File: config.mk
export PLATFORM = sky130hd
export DESIGN_NAME = alu_mc
export DESIGN_NICKNAME = d
export VERILOG_FILES = /design/src/rtl/alu_pkg.sv /design/src/rtl/alu_mc_comb.sv /design/src/rtl/alu_mc.sv
export SDC_FILE = /design/constraint.sdc
export NUM_CORES = 1
export LEC_CHECK = 0
export BUFFER_PORTS_ARGS = -buffer_cell sky130_fd_sc_hd__buf_4
export CAP_MARGIN = 10
export CORE_MARGIN = 3
export CORE_UTILIZATION = 35
export DETAILED_ROUTE_END_ITERATION = 12
export PLACE_DENSITY = 0.55
export SETUP_SLACK_MARGIN = 0.02
export SLEW_MARGIN = 20
export SYNTH_ARGS = -nofsm -noshare
export SYNTH_HDL_FRONTEND = slang
export SYNTH_SLANG_ARGS = --single-unit
File: constraint.sdc
create_clock -name clk -period 5.2 [get_ports clk]
set_input_delay 0.26 -clock clk [delete_from_list [all_inputs] [get_ports clk]]
set_output_delay 0.26 -clock clk [all_outputs]
set_load 0.02 [all_outputs]
File: src/rtl/alu_pkg.sv
// alu_pkg: shared types for the multi-cycle execute ALU.
//   alu_op_e : opcode encoding presented on the 4-bit op port; codes above
//              OP_MUL are illegal.
//   state_e  : control FSM states of alu_mc.
// Enum literals carry OP_/ST_ prefixes because MUL is both an opcode and a
// state name, and both enums share this package's scope.
package alu_pkg;

    typedef enum logic [3:0] {
        OP_ADD  = 4'd0,
        OP_SUB  = 4'd1,
        OP_XOR  = 4'd2,
        OP_ANDN = 4'd3,
        OP_SLL  = 4'd4,
        OP_SRL  = 4'd5,
        OP_ROL  = 4'd6,
        OP_ROR  = 4'd7,
        OP_BTR  = 4'd8,
        OP_MUL  = 4'd9
    } alu_op_e;

    typedef enum logic [1:0] {
        ST_IDLE = 2'd0,
        ST_MUL  = 2'd1,
        ST_HOLD = 2'd2
    } state_e;

endpackage

File: src/rtl/alu_mc_comb.sv
// alu_comb: combinational single-cycle operations and their flags.
// Ports:
//   op      in   4      opcode (alu_op_e encoding)
//   a, b    in   WIDTH  operands; b[SHAMT_W-1:0] is the shift/rotate amount
//   res     out  WIDTH  result (0 for MUL and for illegal codes)
//   c       out  1      ADD carry-out / SUB no-borrow, else 0
//   v       out  1      signed overflow for ADD/SUB, else 0
//   illegal out  1      op is not an alu_op_e code
// MUL is legal here but produces 0; the iterative engine in alu_mc owns it.
module alu_comb
    import alu_pkg::*;
#(
    parameter int WIDTH   = 16,
    parameter int SHAMT_W = $clog2(WIDTH)
) (
    input  logic [3:0]       op,
    input  logic [WIDTH-1:0] a,
    input  logic [WIDTH-1:0] b,
    output logic [WIDTH-1:0] res,
    output logic             c,
    output logic             v,
    output logic             illegal
);

    logic [SHAMT_W-1:0]   sh;
    logic [WIDTH:0]       sum;
    logic [WIDTH:0]       diff;
    logic [2*WIDTH-1:0]   rol_t;
    logic [2*WIDTH-1:0]   ror_t;
    logic [WIDTH-1:0]     btr;

    assign sh    = b[SHAMT_W-1:0];
    assign sum   = {1'b0, a} + {1'b0, b};
    // SUB is b - a; the extra top bit is the borrow.
    assign diff  = {1'b0, b} - {1'b0, a};
    // Rotates via a doubled copy of a: the wrapped bits fall into the kept half.
    assign rol_t = {a, a} << sh;
    assign ror_t = {a, a} >> sh;

    always_comb begin
        btr = '0;
        for (int i = 0; i < WIDTH; i++) begin
            btr[i] = a[WIDTH-1-i];
        end
    end

    always_comb begin
        res     = '0;
        c       = 1'b0;
        v       = 1'b0;
        illegal = 1'b0;
        case (op)
            OP_ADD: begin
                res = sum[WIDTH-1:0];
                c   = sum[WIDTH];
                v   = (a[WIDTH-1] == b[WIDTH-1]) && (sum[WIDTH-1] != a[WIDTH-1]);
            end
            OP_SUB: begin
                res = diff[WIDTH-1:0];
                c   = ~diff[WIDTH];
                v   = (b[WIDTH-1] != a[WIDTH-1]) && (diff[WIDTH-1] != b[WIDTH-1]);
            end
            OP_XOR:  res = a ^ b;
            OP_ANDN: res = a & ~b;
            OP_SLL:  res = a << sh;
            OP_SRL:  res = a >> sh;
            OP_ROL:  res = rol_t[2*WIDTH-1:WIDTH];
            OP_ROR:  res = ror_t[WIDTH-1:0];
            OP_BTR:  res = btr;
            OP_MUL:  res = '0;
            default: illegal = 1'b1;
        endcase
    end

endmodule

File: src/rtl/alu_mc.sv
// alu_mc: multi-cycle execute ALU between decode and writeback.
// Ports:
//   clk, rst_n           clock (rising edge), asynchronous active-low reset
//   in_valid, in_ready   operation handshake from decode
//   op, a_in, b_in       opcode and operands, sampled only on accept
//   out_valid, out_ready result handshake to writeback
//   result               registered result
//   flag_z/flag_c/flag_v registered flags, updated with result
//   illegal              registered: accepted op was not a legal code
//
// Handshake: a transfer happens on a rising edge where valid & ready are both
// high; the producer holds valid and its payload stable until that edge, and
// ready may depend combinationally on the other side's ready (in_ready
// follows out_ready so a pop and a new accept can share one edge).
//
// Single-cycle ops write the result register on the accept edge. MUL runs a
// shift-add loop for WIDTH cycles in ST_MUL, then waits in ST_HOLD for the pop.
module alu_mc
    import alu_pkg::*;
#(
    parameter int WIDTH   = 16,
    parameter int SHAMT_W = $clog2(WIDTH)
) (
    input  logic             clk,
    input  logic             rst_n,
    input  logic             in_valid,
    output logic             in_ready,
    input  logic [3:0]       op,
    input  logic [WIDTH-1:0] a_in,
    input  logic [WIDTH-1:0] b_in,
    output logic             out_valid,
    input  logic             out_ready,
    output logic [WIDTH-1:0] result,
    output logic             flag_z,
    output logic             flag_c,
    output logic             flag_v,
    output logic             illegal
);

    localparam int CNT_W = $clog2(WIDTH) + 1;

    state_e             state, state_nxt;
    logic [WIDTH-1:0]   mcand, mcand_nxt;
    logic [WIDTH-1:0]   mplier, mplier_nxt;
    logic [WIDTH-1:0]   acc, acc_nxt;
    logic [CNT_W-1:0]   cnt, cnt_nxt;
    logic [WIDTH-1:0]   result_nxt;
    logic               z_nxt, c_nxt, v_nxt, ill_nxt, ov_nxt;
    logic [WIDTH-1:0]   acc_step;

    logic [WIDTH-1:0]   comb_res;
    logic               comb_c, comb_v, comb_ill;
    logic               accept, pop;

    alu_comb #(.WIDTH(WIDTH), .SHAMT_W(SHAMT_W)) u_comb (
        .op      (op),
        .a       (a_in),
        .b       (b_in),
        .res     (comb_res),
        .c       (comb_c),
        .v       (comb_v),
        .illegal (comb_ill)
    );

    assign in_ready = (state == ST_IDLE) && (!out_valid || out_ready);
    assign accept   = in_valid && in_ready;
    assign pop      = out_valid && out_ready;
    // Only the low WIDTH bits of the product are kept, so the multiplicand can
    // shift out the top without widening the accumulator.
    assign acc_step = acc + (mplier[0] ? mcand : '0);

    always_ff @(posedge clk or negedge rst_n) begin
        if (!rst_n) begin
            state     <= ST_IDLE;
            mcand     <= '0;
            mplier    <= '0;
            acc       <= '0;
            cnt       <= '0;
            result    <= '0;
            flag_z    <= 1'b0;
            flag_c    <= 1'b0;
            flag_v    <= 1'b0;
            illegal   <= 1'b0;
            out_valid <= 1'b0;
        end else begin
            state     <= state_nxt;
            mcand     <= mcand_nxt;
            mplier    <= mplier_nxt;
            acc       <= acc_nxt;
            cnt       <= cnt_nxt;
            result    <= result_nxt;
            flag_z    <= z_nxt;
            flag_c    <= c_nxt;
            flag_v    <= v_nxt;
            illegal   <= ill_nxt;
            out_valid <= ov_nxt;
        end
    end

    always_comb begin
        state_nxt  = state;
        mcand_nxt  = mcand;
        mplier_nxt = mplier;
        acc_nxt    = acc;
        cnt_nxt    = cnt;
        result_nxt = result;
        z_nxt      = flag_z;
        c_nxt      = flag_c;
        v_nxt      = flag_v;
        ill_nxt    = illegal;
        ov_nxt     = out_valid;
        case (state)
            ST_IDLE: begin
                if (pop) ov_nxt = 1'b0;
                if (accept) begin
                    if (op == OP_MUL) begin
                        mcand_nxt  = a_in;
                        mplier_nxt = b_in;
                        acc_nxt    = '0;
                        cnt_nxt    = CNT_W'(WIDTH);
                        state_nxt  = ST_MUL;
                    end else begin
                        // A pop on this same edge is overridden: new result valid.
                        result_nxt = comb_res;
                        z_nxt      = (comb_res == '0);
                        c_nxt      = comb_c;
                        v_nxt      = comb_v;
                        ill_nxt    = comb_ill;
                        ov_nxt     = 1'b1;
                    end
                end
            end
            ST_MUL: begin
                acc_nxt    = acc_step;
                mcand_nxt  = mcand << 1;
                mplier_nxt = mplier >> 1;
                cnt_nxt    = cnt - 1'b1;
                if (cnt == CNT_W'(1)) begin
                    result_nxt = acc_step;
                    z_nxt      = (acc_step == '0);
                    c_nxt      = 1'b0;
                    v_nxt      = 1'b0;
                    ill_nxt    = 1'b0;
                    ov_nxt     = 1'b1;
                    state_nxt  = ST_HOLD;
                end
            end
            ST_HOLD: begin
                if (out_ready) begin
                    ov_nxt    = 1'b0;
                    state_nxt = ST_IDLE;
                end
            end
            default: state_nxt = ST_IDLE;
        endcase
    end

endmodule
==> results.md <==
- Setup repair bufs after CTS: 0
- DRC: 0
- Worst r2r path cells: 12
- Synth unique cells: 99
- Wire length on met3: 2590 um
- Skew-Pair Late Insertion Delay: 0.35 ns
- Via/cell ratio: 6.190
- MaxCap Viol Count: 0
- Max-Slew Margin vs Limit: 34.70%
- Setup WS pre-CTS: 1.190 ns
- Status: finished, final reports clean
- First-pass GRT wire length: 51070 um
- Chip Width: 166.2 um
- H-tree lvl count: 3
- Sequential cell area fraction in the yosys report: 21.18%
- Met1 Routed Length: 15020 um
- Crit end category: flip-flop
- ANT cells: 0
- CTS clk-pin slew, worst paths: 0.06 ns
- Via count: 8908
- CTS Root Cell: clkbuf_16
- Slowest CP cell: a2111oi_0
- Final hold vios: 0
- Largest net degree at the start of global routing: 81
- Hold crit path type: in -> reg
- Crit path from: b_in[0]
- Post-Synthesis Cells: 1113
- Share of cells above drive strength 1: 13.81%
- Final antenna-violating net count: 0
- Cts repair resizes: 0
- Initial drt markers: 955
- Max clock buf depth: 2
- Commonest cells post-synth: nand2_1 (136), o21ai_0 (96), nor2_1 (87), dfrtp_1 (76), ha_1 (68)
- Hold buffers post-CTS: 1
- Largest delay share family, worst path: compound AO/OA/AOI/OAI gates
- Top FF cell, synth: dfrtp_1
- Yosys warns: 0
- Grt total ovfl: 0
- RSZ-0062 raised after global routing: no
- Mapped Avg Cell Area: 8.069 um2
- Critical path required time: 5.46 ns
- Total core area: 0.02475 mm2
- Data arrival, critical path: 4.08 ns
- Worst reg2reg startpoint: mplier[0]$_DFFE_PN0P_
- Peak Freq: 0.2623 GHz
- Peak per-stage delay on the critical path: 0.66 ns
- Initial antenna violation count: 0
- Worst path cell trace: buf_4, inv_2, ha_1, fa_1, nor2b_1, o2111ai_1, nand3b_1, o31ai_1, xnor2_1, a221o_1, a2111oi_0, and4_1, nand4b_1, o211ai_2
- Cell area after synthesis: 0.008981 mm2
- WP buf/inv: 2
- Period minus WS final: 3.812 ns
- Critical R2R Capture: flag_z$_DFFE_PN0P_
- Die area: 0.02762 mm2
- Routed wl met2: 14240 um
- Most frequent cell after synthesis: nand2_1
- Hold Startpoint: b_in[15]
- VDD IR max: 0.3392 mV
- Post-synth EDFFs: 0
- Rows: 57
- FFs w/ async S/R, synth: 100.0%
- IO Port Bufs: 61
- Area Growth Syn to Fin: 9.223%
- Cell taking the most area after synthesis: dfrtp_1
- Vias in the first global route: 8347
- Global Route Usage Sum: 23.39%
- Starting density of the core: 36.29%
- Leak pwr: 4.183 nW
- Die height: 166.2 um
- Detailed placement HPWL: 24560 um
- Drt total wl: 33290 um
- Hold worst-path end: mplier[15]$_DFFE_PN0P_
- Worst-path fanout max: 46
- Synth top area share: 21.18%
- Final net count: 1221
- Final setup margin: 1.388 ns
- Post-Syn Nets: 1224
- TritonCTS clock tree: yes
- Io pins: 62
- Worst reg2reg setup slack: 1.66 ns
- Max layer used: met4
- DR pass1 iterations: 8
- CTS sink cnt: 76
- Final core occ: 39.64%
- Critical setup path kind: in -> reg
- Total CTS buffers: 9
- Power per standard cell area: 375.8 mW/mm2
- Synth area leaders: dfrtp_1 (21%), ha_1 (9.5%), mux2i_1 (5.7%), nand2_1 (5.7%), o21ai_0 (5.3%)
- Final setup fails: 0
- Layout Skew: 0.01140 ns
- Gpl congestion: 0.9937
- Hold-critical path depth: 3
- Worst slew pin tran: 0.9794 ns
- WL/cell: 23.13 um
- Period utilisation layout: 73.31%
- TNS Setup: 0 ns
- Fin Hold WS: 0.2430 ns
- Yosys reg bits: 76
- Fin. max-slew vios: 0
- Critical path startpoint category: primary input
-- flip-flops by register name, indices dropped and copies added, names as in the netlist, 2 cells and up --
signal / count
acc: 16
state: 2
cnt: 5
mcand: 16
mplier: 16
result: 16
-- logic make-up (layout without fill, tap and decap cells) --
family / after synthesis / count (layout) / synth area share [%]
muxes: 96 / 96 / 14.28
buffers and inverters: 142 / 144 / 6.924
AOI/OAI and AO/OA: 333 / 333 / 25.20
xor gates and xnor gates: 21 / 21 / 2.048
and+or+nand+nor: 374 / 374 / 20.23
DFF: 76 / 76 / 21.18
adders and majority gates: 71 / 71 / 10.14
-- cell type report --
class                           count  area, um2
Fill cell                        2555      14940
Clock inverter                      7      57.56
Tap cell                          324      405.4
Sequential cell                    76       1902
Timing Repair Buffer               69      520.5
Multi-Input combinational cell    895       6477
Clock buffer                        9      225.2
Inverter                           59      221.5
-- per-layer routing --
layer | vias up | GRT usage, %
met4 | 0 | 9.295
met3 | 74 | 4.023
li1 | 4114 | -
met1 | 4276 | 33.64
met2 | 444 | 34.87
met5 | - | 0
-- layout by cell type, fill, tap and decap left out, drive strengths merged, types with 9 or more instances in the layout --
| master | count |
|---|---|
| clkbuf | 9 |
| a22o | 10 |
| a211oi | 12 |
| o21ai | 105 |
| nor2 | 88 |
| a221oi | 17 |
| mux2i | 56 |
| dfrtp | 76 |
| nand4 | 11 |
| nand2 | 136 |
| xnor2 | 14 |
| mux2 | 19 |
| nand2b | 14 |
| a21oi | 51 |
| nand3 | 26 |
| o31ai | 12 |
| nor3 | 24 |
| a31oi | 11 |
| mux4 | 21 |
| o211ai | 9 |
| and2 | 22 |
| ha | 68 |
| o22ai | 17 |
| inv | 62 |
| buf | 68 |
-- per-stage QoR --
step / area [um2] / power, mW / std cells
3_3_place_gp: 9517 / 3.046 / 1422
4_1_cts: 9809 / 3.705 / 1439
5_1_grt: 9809 / 3.977 / 1439
3_5_place_dp: 9517 / 3.072 / 1422
6_report: 9809 / 3.687 / 1439
2_1_floorplan: 8981 / 2.414 / 1113
-- tightest hold or removal path, stage by stage --
cell	delay, ns
buf_4	0.13
inv_1	0.07
o31ai_1	0.07
-- power breakdown --
group | internal, mW | switching, mW | leakage [nW]
clock network | 0.331 | 0.291 | 0.135
logic | 0.755 | 1.31 | 3.07
registers | 0.830 | 0.170 | 0.980
total | 1.92 | 1.77 | 4.18
-- worst max-delay path by stage --
stage	to	cells after the start
floorplan	flag_z$_DFFE_PN0P_	13
global placement	flag_z$_DFFE_PN0P_	14
detailed placement	flag_z$_DFFE_PN0P_	14
CTS	flag_z$_DFFE_PN0P_	14
global route	flag_z$_DFFE_PN0P_	14
finish	flag_z$_DFFE_PN0P_	14
(Power assumes the default switching activity.)
